File: config.mk
export PLATFORM = sky130hd
export DESIGN_NAME = sort_seq_ctrl
export DESIGN_NICKNAME = d
export VERILOG_FILES = /design/src/rtl/sort_seq_ctrl.sv
export SDC_FILE = /design/constraint.sdc
export NUM_CORES = 1
export LEC_CHECK = 0
export ABC_CLOCK_PERIOD_IN_PS = 1600
export CAP_MARGIN = 30
export CELL_PAD_IN_SITES_DETAIL_PLACEMENT = 0
export CELL_PAD_IN_SITES_GLOBAL_PLACEMENT = 1
export CORE_ASPECT_RATIO = 0.5
export CORE_MARGIN = 3
export CORE_UTILIZATION = 18
export CTS_BUF_LIST = sky130_fd_sc_hd__clkbuf_4 sky130_fd_sc_hd__clkbuf_8
export DETAILED_ROUTE_END_ITERATION = 8
export GPL_TIMING_DRIVEN = 0
export HOLD_SLACK_MARGIN = 0.06
export PLACE_DENSITY_LB_ADDON = 0.1
export SLEW_MARGIN = 25
export SYNTH_ARGS = -nofsm -noshare
export SYNTH_HDL_FRONTEND = slang
export SYNTH_SLANG_ARGS = --single-unit
export TNS_END_PERCENT = 30
File: constraint.sdc
create_clock -name clk -period 1.6 [get_ports clk]
set_input_delay 0.24 -clock clk [delete_from_list [all_inputs] [get_ports clk]]
set_output_delay 0.24 -clock clk [all_outputs]
set_load 0.01 [all_outputs]
File: src/rtl/sort_seq_ctrl.sv
// Sequencer for an odd-even transposition chain of sort_pe cells: loads one beat per cell, then runs NUM_PE compare/exchange phases.
// Latency: NUM_PE*(SORT_LAT+2) cycles from the cycle after the last load beat to the done pulse; busy is high from start to done.
// Backpressure: in_ready is high only in LOAD and LOAD waits indefinitely for in_valid; optional cycle counter under SORT_CYCLE_CNT_EN.
module sort_seq_ctrl #(
    parameter int NUM_PE   = 4,
    parameter int DATA_W   = 32,
    parameter int SORT_LAT = 2
) (
    input  logic                clk,
    input  logic                rst_n,
    input  logic                start,
    input  logic                in_valid,
    output logic                in_ready,
    input  logic [2*DATA_W-1:0] in_data,
    output logic [NUM_PE-1:0]   write_enable,
    output logic [DATA_W-1:0]   write_data1,
    output logic [DATA_W-1:0]   write_data2,
    output logic                sort_en,
    output logic [NUM_PE-1:0]   receive_right,
    output logic [NUM_PE-1:0]   send_right,
    output logic [NUM_PE-1:0]   receive_left,
    output logic [NUM_PE-1:0]   send_left,
    output logic                busy,
    output logic                done,
    output logic [15:0]         cycle_cnt
);

    localparam int PW = (NUM_PE > 2) ? $clog2(NUM_PE) : 1;
    localparam int WW = (SORT_LAT > 2) ? $clog2(SORT_LAT) : 1;

    typedef enum logic [2:0] {
        IDLE  = 3'd0,
        LOAD  = 3'd1,
        FETCH = 3'd2,
        SORT  = 3'd3,
        WAIT  = 3'd4,
        XFER  = 3'd5,
        DONE  = 3'd6
    } state_t;

    state_t          state;
    logic [PW-1:0]   load_idx;
    logic [PW-1:0]   p;
    logic [WW-1:0]   wait_cnt;
    logic            beat;

    // Left cells of a phase share the phase parity; the last cell never leads a pair.
    function automatic logic [NUM_PE-1:0] left_mask(input logic par);
        logic [NUM_PE-1:0] m;
        m = '0;
        for (int i = 0; i < NUM_PE - 1; i++) begin
            m[i] = (((i % 2) == 1) == par);
        end
        return m;
    endfunction

    assign beat         = in_valid && in_ready;
    assign write_enable = beat ? (NUM_PE'(1) << load_idx) : '0;
    assign write_data1  = in_data[DATA_W-1:0];
    assign write_data2  = in_data[2*DATA_W-1:DATA_W];

    always_ff @(posedge clk or negedge rst_n) begin
        if (!rst_n) begin
            state         <= IDLE;
            load_idx      <= '0;
            p             <= '0;
            wait_cnt      <= '0;
            in_ready      <= 1'b0;
            sort_en       <= 1'b0;
            receive_right <= '0;
            send_right    <= '0;
            receive_left  <= '0;
            send_left     <= '0;
            busy          <= 1'b0;
            done          <= 1'b0;
        end else begin
            case (state)
                IDLE: begin
                    if (start) begin
                        state    <= LOAD;
                        in_ready <= 1'b1;
                        busy     <= 1'b1;
                        load_idx <= '0;
                    end
                end
                LOAD: begin
                    if (beat) begin
                        if (load_idx == PW'(NUM_PE - 1)) begin
                            state         <= FETCH;
                            in_ready      <= 1'b0;
                            p             <= '0;
                            receive_right <= left_mask(1'b0);
                        end else begin
                            load_idx <= load_idx + 1'b1;
                        end
                    end
                end
                FETCH: begin
                    receive_right <= '0;
                    sort_en       <= 1'b1;
                    state         <= SORT;
                end
                SORT: begin
                    sort_en <= 1'b0;
                    if (SORT_LAT == 1) begin
                        state        <= XFER;
                        send_right   <= left_mask(p[0]);
                        receive_left <= left_mask(p[0]) << 1;
                        send_left    <= left_mask(p[0]) << 1;
                    end else begin
                        state    <= WAIT;
                        wait_cnt <= '0;
                    end
                end
                WAIT: begin
                    // Leave WAIT so that XFER lines up with sort_finish in the cells.
                    if (wait_cnt == WW'(SORT_LAT - 2)) begin
                        state        <= XFER;
                        wait_cnt     <= '0;
                        send_right   <= left_mask(p[0]);
                        receive_left <= left_mask(p[0]) << 1;
                        send_left    <= left_mask(p[0]) << 1;
                    end else begin
                        wait_cnt <= wait_cnt + 1'b1;
                    end
                end
                XFER: begin
                    send_right   <= '0;
                    receive_left <= '0;
                    send_left    <= '0;
                    if (p == PW'(NUM_PE - 1)) begin
                        state <= DONE;
                        done  <= 1'b1;
                    end else begin
                        p             <= p + 1'b1;
                        state         <= FETCH;
                        receive_right <= left_mask(~p[0]);
                    end
                end
                DONE: begin
                    done  <= 1'b0;
                    busy  <= 1'b0;
                    state <= IDLE;
                end
                default: begin
                    state <= IDLE;
                end
            endcase
        end
    end

`ifdef SORT_CYCLE_CNT_EN
    logic [15:0] cnt_q;

    always_ff @(posedge clk or negedge rst_n) begin
        if (!rst_n) begin
            cnt_q <= '0;
        end else if (state == IDLE && start) begin
            cnt_q <= '0;
        end else if (busy && cnt_q != 16'hFFFF) begin
            cnt_q <= cnt_q + 16'd1;
        end
    end

    assign cycle_cnt = cnt_q;
`else
    assign cycle_cnt = '0;
`endif

endmodule

==> key figures <==
Synth
  • Synth Instances: 177
  • Seq cells post-synth: 15
  • Fraction of registers with async set or reset after synthesis: 100%
  • Ys flop type: dfrtp_1
  • Cell variety after synth: 33
  • Yosys Warn Count: 0
  • Synth Area per Inst: 8.63 um2
  • Mapped cell area: 0.00153 mm2
  • Post-synthesis sequential area ratio: 24.6%
  • Number of flops mapped to enable cells by yosys: 0

Worst setup path
  • Critical Path AT: 1.30 ns
  • Worst path cell trace: inv_1, ha_1, and3_1, clkdlybuf4s15_1
  • Slowest stage delay, CP: 0.41 ns
  • Critical Path End Type: output pin
  • Crit Path Category: flip-flop to output pin
  • CP Buf/Inv Count: 2
  • Reg2reg setup slack: 0.12 ns
  • Top fanout value on the critical path: 3
  • Crit-path slowest cell: dfrtp_1
  • Nature of the critical path startpoint: flip-flop
  • Req. time, crit path: 1.36 ns
  • CP delay by family, top: flip-flops

Cells and area
  • Non-Filler Instances: 400
  • Layout fillers: 865
  • Layout net count: 362
  • Core Util, Final: 32.6%
  • Layout cells sized above 1: 40.6%
  • Antenna diodes: 0
  • Syn-to-layout area delta: 73.1%

Timing
  • Hold_ws: 0.423 ns
  • Final worst path period need: 1.54 ns
  • Final setup margin: 0.0645 ns
  • Worst slew margin: 51.3%
  • Clock Skew: 0.00282 ns
  • Slew @ Worst Pin: 0.728 ns
  • Final Hold Fails: 0
  • Final setup violation count: 0
  • Fin. max-slew vios: 0
  • Tcrit/Tclk final: 96.0%
  • Fmax: 651 MHz
  • RSZ-0062 raised after global routing: true

Global route
  • Tot GR Track Use: 8.86%
  • First-pass GRT wire length: 7010 um
  • Vias in the first global route: 1339
  • Overflow after GRT: 0
  • Largest net degree at the start of global routing: 16
  • Initial antenna violation count: 0

Clocking
  • Clk slew on worst S/H paths: 0.07 ns
  • Root Buffer Master: clkbuf_8
  • Clk_lat worst skew: 0.25 ns
  • CTS tree: done
  • CTS max path bufs: 2
  • H-tree depth: 1
  • CTS buffer count: 3
  • Clk sinks: 15

Place
  • Gpl congestion: 0.714
  • Post-DP HPWL: 4090 um
  • Setup WS pre-CTS: -0.302 ns
  • Port Buffers: 87
  • Cell count after placement: 395

Pwr
  • Sequential group share of total power: 25.3%
  • Clk pwr share: 11.5%
  • Pint: 1.70 mW
  • Power Dens Cells: 1040 mW/mm2
  • Switching fraction of total power: 38.0%
  • Comb pwr share: 63.1%
  • Overall Power: 2.75 mW
  • Pleak: 1.31 nW
  • Switch Pwr: 1.04 mW
  • Maximum vdd drop: 361 uV

Die
  • Top Ports: 172
  • Die height: 71.1 um
  • Die extent in x: 136 um
  • Die Area: 0.00970 mm2
  • Rows: 23
  • Area of the core: 0.00812 mm2
  • Starting density of the core: 18.8%

Route
  • Vias per cell: 3.57
  • Vias: 1427
  • Routed Antenna Nets: 0
  • Drt drc: 0
  • Total Routed Length: 4660 um
  • WL/cell: 11.6 um
  • DRT Pass-1 Iters: 4
  • Starting DRT DRC Count: 27

Min path
  • Hold Path Class: input pin to asynchronous set/reset pin

Job
  • Max-cap violations: 0

Status
  • Status: finished clean
-- layout make-up --
type	count	area [um2]	area share, %
clock buffer	3	41.3	1.56
clock inverter	1	5.00	0.189
tap	112	140	5.30
buffer	96	716	27.1
inverter	6	22.5	0.852
timing repair buffer	88	850	32.1
multi-input combinational	79	490	18.6
sequential	15	379	14.3
-- worst paths after layout --
path	from	end	depth (start not counted)
worst max-delay path	load_idx[1]	write_enable[0]	4
worst min-delay path	rst_n	send_left[2]	1
worst max register to register	state[1]	p[1]	4
worst min register to register	receive_right[1]	receive_right[1]	1
max in group asynchronous	rst_n	in_ready	1
min in group clk	receive_right[1]	receive_right[1]	1
-- synth_stat cells (2+ instances only) --
master | count | area share (%)
a21oi_1 | 2 | 0.66
a22o_1 | 5 | 2.9
a31oi_1 | 2 | 0.82
and3_1 | 3 | 1.2
buf_2 | 2 | 0.66
buf_4 | 92 | 45
dfrtp_1 | 15 | 25
ha_1 | 5 | 4.1
inv_1 | 6 | 1.5
nand2_1 | 7 | 1.7
nand2b_1 | 3 | 1.2
nand3_1 | 2 | 0.66
nor2_1 | 4 | 0.98
nor2b_1 | 4 | 1.6
o21ai_0 | 6 | 2.0
o22ai_1 | 2 | 0.82
-- repair_timing --
| action | 4_1_cts | 5_1_grt |
|---|---|---|
| setup buffers | 1 | 0 |
| endpoints found under the setup margin | 9 | 12 |
| hold buffers | 0 | 0 |
| resized for setup | 9 | 14 |
-- through the flow --
stage	setup TNS [ns]	cell area [um2]
final	0	2640
after detailed placement	-1.37	2610
after global placement	-1.34	2610
after CTS	0	2660
after floorplan	0	1600
after global routing	-0.00550	2640
-- layout by cell type, fill, tap and decap left out, types with 3 or more instances in the layout --
cell type        instances
buf_4                   98
clkdlybuf4s50_1         77
conb_1                  20
dfrtp_1                 12
nand2_1                  7
o21ai_0                  6
inv_1                    5
a22o_1                   5
nor2_1                   4
nor2b_1                  4
and3_1                   3
nand2b_1                 3
ha_1                     3
clkbuf_8                 3
dfrtp_2                  3
clkbuf_2                 3
-- worst reg2reg max path: stages, from the launching register on --
cell     delay [ns]
dfrtp_1        0.40
buf_2          0.19
nor2b_1        0.25
o21ai_0        0.25
a22o_1         0.28
-- power groups by stage --
stage	registers [mW]	clock network, mW	logic (mW)
floorplan	0.685	0	1.06
global placement	0.697	0	1.76
global route	0.727	0.350	1.91
detailed placement	0.699	0	1.77
CTS	0.691	0.328	1.78
finish	0.696	0.317	1.73
-- state kept, by name, summed over array words and instances, names as in the netlist --
signal,count
sort_en,1
p,2
load_idx,2
state,3
receive_right,2
busy,1
in_ready,1
done,1
send_left,2
-- layer usage --
| layer | share of wire [%] | global-route usage [%] |
|---|---|---|
| met3 | 14 | 3.41 |
| met1 | 36 | 9.81 |
| met2 | 50 | 16.0 |
| met4 | 0.77 | 2.35 |
| met5 | 0 | 0 |
-- kinds of logic (layout without fill, tap and decap cells) --
logic type / after synthesis / in the layout / synth area share (%)
other: 1 / 20 / 0.245
AOI/OAI and AO/OA: 23 / 23 / 10.5
DFF: 15 / 15 / 24.6
adders and majority gates: 5 / 5 / 4.10
and+or+nand+nor: 29 / 29 / 10.9
buffers and inverters: 102 / 194 / 48.3
muxes: 2 / 2 / 1.39
No activity file was read; power rests on OpenSTA's default activity.
